<file path="src/rtl/mips_multicycle_control_pkg.sv">
// Shared opcode/funct codes, ALU operation codes and FSM state encoding
// for the multicycle MIPS control unit.
package mips_multicycle_control_pkg;

    typedef enum logic [2:0] {
        S_FETCH  = 3'd0,
        S_DECODE = 3'd1,
        S_EXEC   = 3'd2,
        S_MEM    = 3'd3,
        S_WB     = 3'd4
    } state_t;

    localparam logic [5:0] OP_RTYPE = 6'b000000;
    localparam logic [5:0] OP_LW    = 6'b100011;
    localparam logic [5:0] OP_SW    = 6'b101011;
    localparam logic [5:0] OP_ADDI  = 6'b001000;
    localparam logic [5:0] OP_ANDI  = 6'b001100;
    localparam logic [5:0] OP_ORI   = 6'b001101;

    localparam logic [5:0] FN_ADD   = 6'b100000;
    localparam logic [5:0] FN_SUB   = 6'b100010;
    localparam logic [5:0] FN_AND   = 6'b100100;
    localparam logic [5:0] FN_OR    = 6'b100101;
    localparam logic [5:0] FN_SLT   = 6'b101010;

    localparam logic [3:0] ALU_ADD  = 4'b0010;
    localparam logic [3:0] ALU_SUB  = 4'b0110;
    localparam logic [3:0] ALU_AND  = 4'b0000;
    localparam logic [3:0] ALU_OR   = 4'b0001;
    localparam logic [3:0] ALU_SLT  = 4'b0111;

endpackage

</file>
<file path="src/rtl/mips_multicycle_control_decoder.sv">
// Combinational instruction decoder: opcode/funct to datapath controls
// plus legality and load/store class.
module mips_decoder
    import mips_multicycle_control_pkg::*;
(
    input  logic [5:0] i_opcode,
    input  logic [5:0] i_funct,
    output logic       o_legal,
    output logic       o_is_load,
    output logic       o_is_store,
    output logic [3:0] o_alu_op,
    output logic       o_alusrc,
    output logic       o_regdst,
    output logic       o_memtoreg
);

    always_comb begin
        o_legal    = 1'b1;
        o_is_load  = 1'b0;
        o_is_store = 1'b0;
        o_alu_op   = ALU_ADD;
        o_alusrc   = 1'b0;
        o_regdst   = 1'b0;
        o_memtoreg = 1'b0;
        case (i_opcode)
            OP_LW: begin
                o_is_load  = 1'b1;
                o_alusrc   = 1'b1;
                o_memtoreg = 1'b1;
            end
            OP_SW: begin
                o_is_store = 1'b1;
                o_alusrc   = 1'b1;
            end
            OP_ADDI: o_alusrc = 1'b1;
            OP_ANDI: begin
                o_alusrc = 1'b1;
                o_alu_op = ALU_AND;
            end
            OP_ORI: begin
                o_alusrc = 1'b1;
                o_alu_op = ALU_OR;
            end
            OP_RTYPE: begin
                o_regdst = 1'b1;
                case (i_funct)
                    FN_ADD:  o_alu_op = ALU_ADD;
                    FN_SUB:  o_alu_op = ALU_SUB;
                    FN_AND:  o_alu_op = ALU_AND;
                    FN_OR:   o_alu_op = ALU_OR;
                    FN_SLT:  o_alu_op = ALU_SLT;
                    default: o_legal  = 1'b0;
                endcase
            end
            default: o_legal = 1'b0;
        endcase
    end

endmodule

</file>
<file path="src/rtl/mips_multicycle_control.sv">
// Multicycle control FSM: latches the fetched word, decodes it and sequences
// FETCH/DECODE/EXEC/MEM/WB, driving one-shot strobes and held datapath controls.
module mips_multicycle_control
    import mips_multicycle_control_pkg::*;
#(
    parameter int N     = 32,
    parameter int CNT_W = 32
) (
    input  logic             clk,
    input  logic             rst,
    input  logic             stall,
    input  logic [N-1:0]     instruction,
    output logic             pc_en,
    output logic             ir_load,
    output logic             RegWrite,
    output logic             MemRead,
    output logic             MemWrite,
    output logic             MemtoReg,
    output logic             ALUSrc,
    output logic             RegDst,
    output logic [3:0]       ALU_OP,
    output logic             illegal,
    output logic [CNT_W-1:0] retired,
    output logic [2:0]       state
);

    state_t           r_state;
    state_t           w_next;
    logic [N-1:0]     r_ir;
    logic             r_armed;
    logic             r_is_load;
    logic             r_is_store;
    logic [3:0]       r_alu_op;
    logic             r_alusrc;
    logic             r_regdst;
    logic             r_memtoreg;
    logic [CNT_W-1:0] r_retired;

    logic             w_legal;
    logic             w_is_load;
    logic             w_is_store;
    logic [3:0]       w_alu_op;
    logic             w_alusrc;
    logic             w_regdst;
    logic             w_memtoreg;
    logic             w_retire;
    logic             w_unused_ir;

    mips_decoder u_decoder (
        .i_opcode   (r_ir[31:26]),
        .i_funct    (r_ir[5:0]),
        .o_legal    (w_legal),
        .o_is_load  (w_is_load),
        .o_is_store (w_is_store),
        .o_alu_op   (w_alu_op),
        .o_alusrc   (w_alusrc),
        .o_regdst   (w_regdst),
        .o_memtoreg (w_memtoreg)
    );

    // Register fields are consumed by the datapath, not by this unit.
    assign w_unused_ir = ^r_ir;

    // r_armed keeps the first cycle after reset silent while sitting in FETCH.
    always_ff @(posedge clk) begin
        if (!rst) begin
            r_state <= S_FETCH;
            r_armed <= 1'b0;
        end else begin
            r_armed <= 1'b1;
            if (!stall) begin
                r_state <= w_next;
            end
        end
    end

    always_comb begin
        w_next = r_state;
        case (r_state)
            S_FETCH:  if (r_armed) w_next = S_DECODE;
            S_DECODE: w_next = w_legal ? S_EXEC : S_FETCH;
            S_EXEC:   w_next = (r_is_load || r_is_store) ? S_MEM : S_WB;
            S_MEM:    w_next = r_is_store ? S_FETCH : S_WB;
            S_WB:     w_next = S_FETCH;
            default:  w_next = S_FETCH;
        endcase
    end

    assign w_retire = ((r_state == S_MEM) && r_is_store) || (r_state == S_WB);

    always_ff @(posedge clk) begin
        if (!rst) begin
            r_ir       <= '0;
            r_is_load  <= 1'b0;
            r_is_store <= 1'b0;
            r_alu_op   <= ALU_ADD;
            r_alusrc   <= 1'b0;
            r_regdst   <= 1'b0;
            r_memtoreg <= 1'b0;
            r_retired  <= '0;
        end else if (!stall) begin
            if ((r_state == S_FETCH) && r_armed) begin
                r_ir <= instruction;
            end
            if ((r_state == S_DECODE) && w_legal) begin
                r_is_load  <= w_is_load;
                r_is_store <= w_is_store;
                r_alu_op   <= w_alu_op;
                r_alusrc   <= w_alusrc;
                r_regdst   <= w_regdst;
                r_memtoreg <= w_memtoreg;
            end
            if (w_retire) begin
                r_retired <= r_retired + CNT_W'(1);
            end
        end
    end

    always_comb begin
        ir_load  = (r_state == S_FETCH) && r_armed && !stall;
        pc_en    = (r_state == S_DECODE) && !stall;
        illegal  = (r_state == S_DECODE) && !w_legal && !stall;
        MemRead  = r_is_load && ((r_state == S_MEM) || (r_state == S_WB));
        MemWrite = (r_state == S_MEM) && r_is_store && !stall;
        RegWrite = (r_state == S_WB) && !stall;
        MemtoReg = r_memtoreg;
        ALUSrc   = r_alusrc;
        RegDst   = r_regdst;
        ALU_OP   = r_alu_op;
        retired  = r_retired;
        state    = r_state;
    end

endmodule

</file>
<file path="config.mk">
export PLATFORM = sky130hd
export DESIGN_NAME = mips_multicycle_control
export DESIGN_NICKNAME = d
export VERILOG_FILES = /design/src/rtl/mips_multicycle_control_pkg.sv /design/src/rtl/mips_multicycle_control_decoder.sv /design/src/rtl/mips_multicycle_control.sv
export SDC_FILE = /design/constraint.sdc
export NUM_CORES = 1
export LEC_CHECK = 0
export CAP_MARGIN = 25
export CORE_MARGIN = 4
export CORE_UTILIZATION = 35
export DETAILED_ROUTE_END_ITERATION = 12
export GPL_TIMING_DRIVEN = 0
export PLACE_DENSITY = 0.65
export SLEW_MARGIN = 20
export SYNTH_ARGS = -nofsm -noshare
export SYNTH_HDL_FRONTEND = slang
export SYNTH_HIERARCHICAL = 1
export SYNTH_SLANG_ARGS = --single-unit
</file>
<file path="constraint.sdc">
create_clock -name clk -period 1.95 [get_ports clk]
set_input_delay 0.2925 -clock clk [delete_from_list [all_inputs] [get_ports clk]]
set_output_delay 0.2925 -clock clk [all_outputs]
set_load 0.005 [all_outputs]
</file>
* Word level (Yosys, flattened, before mapping) *
Cells that the tools add are included.

storage, ports and cells
  register bits = 76
  input port bits = 35
  output and inout port bits = 48
  logic and storage cells = 63

operators by class
  add/sub/neg operators = 1
  eq/ne operators = 15
  muxes and demuxes = 14
  bitwise operators = 1
  reductions and logical operators = 23

operators by type and width
  kind                                                              count
  6-bit == test (second input constant)                             7
  32-bit by 1-bit adder with 32-bit output (second input constant)  1
  3-bit case mux with 4 select lines                                2
  6-bit by 4-bit == test with 1-bit output (second input constant)  3
  4-bit case mux with 3 select lines                                1
  1-bit logical AND                                                 10
  5-bit OR reduction                                                2
  3-bit 2-to-1 mux                                                  3
  2-bit AND reduction                                               4
  3-bit by 2-bit == test with 1-bit output (second input constant)  2
  6-bit logical NOT                                                 1
  1-bit 2-to-1 mux                                                  6
  3-bit by 1-bit == test with 1-bit output (second input constant)  1
  3-bit == test (second input constant)                             1
  3-bit logical NOT                                                 1
  1-bit logical OR                                                  3
  1-bit logical NOT                                                 2
  2-bit 2-to-1 mux                                                  1
  2-bit inequality test (second input constant)                     1
  1-bit case mux with 2 select lines                                1
  1-bit NOT                                                         1

* Logic depth before layout (Yosys ltp) *
  depth in word-level cells = 7
  depth in mapped cells = 7
  depth with buffers taken out = 7

* Cells and area by module *
Netlist, hierarchy kept.

by module, submodules not included
  module                   times used  cells each  area each (sq um)  seq. area each (sq um)
  mips_multicycle_control  1           302         2597.5             1141.1
  mips_decoder             1           27          186.4              0.0

* Worst setup path before layout *
OpenSTA, ideal clock, no wires.

  kind = register to output
  start point = reg r_ir[26]
  end point = out illegal
  data arrival time = 1891 ps
  required time = 1657 ps
  slack = -233 ps
  cell stages (with the launch flop) = 6
  path buffers = 1
  cell sequence = dfxtp_1 > or4_4 > or4_4 > o22ai_1 > clkbuf_1 > nor2b_1

between the ends
  cells in the longest elaborated chain, start to end = 6
  elaborated cells on any way between the ends = 11
  classes of those cells = 5 x eq/ne; 1 x mux; 5 x reduce/logical

ends and longest elaborated chain
  what                                                                       RTL line                               source
  start: declaration                                                         mips_multicycle_control.sv:29          logic [N-1:0] r_ir;
  start signal: assignment                                                   mips_multicycle_control.sv:103         r_ir <= instruction;
  6-bit == test or 6-bit by 4-bit == test with 1-bit output (tied branches)  mips_multicycle_control_decoder.sv:25  case (i_opcode)
  5-bit OR reduction (no line)                                               n/a
  1-bit case mux with 2 select lines *                                       mips_multicycle_control_decoder.sv:25
  named net w_legal                                                          mips_multicycle_control.sv:39          logic w_legal;
  1-bit logical NOT *                                                        mips_multicycle_control.sv:122         illegal = (r_state == S_DECODE) && !w_legal && !stall;
  1-bit logical AND * (2 in a row)                                           mips_multicycle_control.sv:122
  end: declaration                                                           mips_multicycle_control.sv:22          output logic illegal,

Mark *: on every way through the listed nets, which the timed path passes. The rest lies on a longest branch.

* Final worst setup path *
  start point = reg r_ir[29]
  end point = out illegal

Same word-level chain as after synthesis.

==> metrics.yaml <==
cts_tree: "done"
cts_buffers: 9
cp_common_cell: "or4_4"
setup_viol: 23
cp-start-kind: "flop"
layout_commonest_cell: "clkdlybuf4s50_1"
clock-root-buffer: "clkbuf_8"
rows: 32
yosys_warnings: 6
clk_latency_ns: 0.34
diodes: 0
htreeDepth: 3
critPathMaxFanout: 2
avgSynthCellArea_sq_um: 8.46
syn_area_sq_mm: 0.00278
ios: 83
arrival_ns: 2.07
violations: "negative setup slack"
finClkSkew_ns: 0.0126
crit_start: "r_ir[29]"
crit_required_ns: 1.66
synth_top_family_by_area: "simple AND/OR/NAND/NOR gates"
coreArea_sq_mm: 0.00773
tightest_slew_ns: 0.713
syn_inst: 329
dieArea_sq_mm: 0.00944
critical_path.max_stage_delay_ns: 0.53
io_buffers: 62
ys_types: 50
vias_per_cell: 5.38
die_h_microns: 97.2
drv_slew: 0
overflow: 0
ir_worst_vdd_mv: 0.246
power.density_mw_per_mm2: 555
hp-start: "ALU_OP[3]"
start_util_pct: 36.0
p_leak_nw: 1.60
tns_ns: -2.71
grt_pass1_wl_microns: 13600
final_cell_mix: "clkdlybuf4s50_1, dfxtp_1, nand2_1"
drtAntennaViolNets: 0
critPathKind: "flop to primary output"
fin_crit_ns: 2.36
outcome: "finished with violations"
clk_pin_slew_ns: 0.07
synth-simple-area-share_pct: 29.3
hp-class: "flop to flop"
cap_violations: 0
synth_top_flop_cell: "dfxtp_1"
drive_above_1_share_pct: 31.3
hold_buffers: 0
hold_violations: 0
fmax_ghz: 0.423
clockBufferDepth: 2
ys_async_sr_fraction_pct: 0
yosys.area_share.adder_pct: 0.449
seq_area_frac_synth_pct: 41.0
nFillCells: 660
grtUsageTotal_pct: 17.3
setup_ws_ns: -0.413
synth-edff-count: 0
crit_path_end_kind: "primary output"
final_nets: 469
synth-xor-area-share_pct: 2.20
cp_slowest_cell: "or4_4"
relSlewSlack_pct: 52.5
wl_microns: 8600
utilization_pct: 58.0
grt_pass1_vias: 2775
synth_compound_area_share_pct: 14.9
wl_per_cell_microns: 15.9
path_cells: "or4_4 > or4_4 > o22ai_4 > clkbuf_8 > nor2b_1 > buf_2"
synthMuxAreaShare_pct: 6.83
ys_ff_latch: 57
drtIter0Drc: 157
period_share_pct: 121
grt_max_degree: 12
die_x_microns: 97.2
dr.pass1.iters: 4
grt_setup_unrepaired: "true"
clock-sinks: 57
antenna_found_initial: 0
r2r_start: "r_ir[29]"
synth_nets: 365
gp_congestion: 0.827
areaGrowthSynthToFinish_pct: 61.0
hpwl_microns: 5380
vias: 2907
p_total_mw: 2.49
remaining_drc_errors: 0
through the flow:
stage                     instances  setup WS (ns)  hold WS (ns)  cell area (sq um)
final                           540         -0.413         0.472               4480
after global placement          493         -0.803         0.457               3590
after detailed placement        493         -0.794         0.452               3590
after CTS                       534         -0.521         0.471               4180
after floorplan                 329       -0.00438         0.320               2840
after global routing            540         -0.481         0.500               4480
power by group:
group	internal [mW]	switching, mW
sequential	1.18	0.0175
clock	0.623	0.464
combinational	0.107	0.0972
logic make-up (layout without fill, tap and decap cells):
family | Yosys count | count (layout)
AOI/OAI and AO/OA | 67 | 67
xor gates and xnor gates | 7 | 7
adders and majority gates | 1 | 1
buffers and inverters | 32 | 141
DFF | 57 | 57
muxes | 19 | 19
other | 1 | 1
and+or+nand+nor | 145 | 145
final cells by class:
class / count / area (sq um) / share of cell area, %
plain buffers: 17 / 139 / 3.10
repair buffers: 98 / 950 / 21.2
well taps: 102 / 128 / 2.85
clock buffers: 13 / 149 / 3.32
clock inverters: 3 / 40.0 / 0.893
flip-flops and latches: 57 / 1160 / 26.0
inverters: 10 / 37.5 / 0.838
multi-input cells: 240 / 1870 / 41.8
synthesized netlist by cell type, types with 5 or more instances:
cell,instances,area share (%)
a21oi_1,31,5.6
buf_1,5,0.67
clkbuf_1,9,1.2
dfxtp_1,57,41
inv_1,10,1.3
mux2i_1,19,6.8
nand2_1,29,3.9
nand2b_1,8,1.8
nand3_1,20,3.6
nand4_1,9,2.0
nor2_1,27,3.6
o21ai_0,8,1.4
o31ai_1,11,3.0
or3_1,5,1.1
or4_1,14,3.8
xnor2_1,6,1.9
layer usage:
metal | track usage, % | routed length (microns)
met5 | 0 | 0
met4 | 6.05 | 140
met3 | 4.74 | 500
met2 | 26.2 | 3900
met1 | 23.6 | 4060
final timing paths:
kind	slack, ns	cells past startpoint	endpoint
setup / recovery	-0.41	6	illegal
hold / removal	0.47	2	ALU_OP[3]
setup reg to reg	-0.22	7	ALU_OP[1]
hold reg to reg	0.47	2	ALU_OP[3]
critical path: cells and delay by family (launching register included):
family                 cells  cell delay (ns)
buffers and inverters      2             0.27
DFF                        1             0.32
and+or+nand+nor            3             1.02
AOI/OAI and AO/OA          1             0.12
registers in the layout (all words and copies together), names as in the netlist:
| signal | count |
|---|---|
| MemtoReg | 1 |
| state | 3 |
| RegDst | 1 |
| ALU_OP | 4 |
| r_is_load | 1 |
| r_armed | 1 |
| r_is_store | 1 |
| retired | 32 |
| r_ir | 12 |
| ALUSrc | 1 |
repair_timing:
| action | CTS | global route |
|---|---|---|
| pin swaps | 30 | 30 |
| setup endpoints to repair | 42 | 49 |
| buffers inserted | 25 | 10 |
| gates resized for setup | 73 | 70 |
| cloned | 2 | 1 |
No activity file was read; power rests on OpenSTA's default activity.
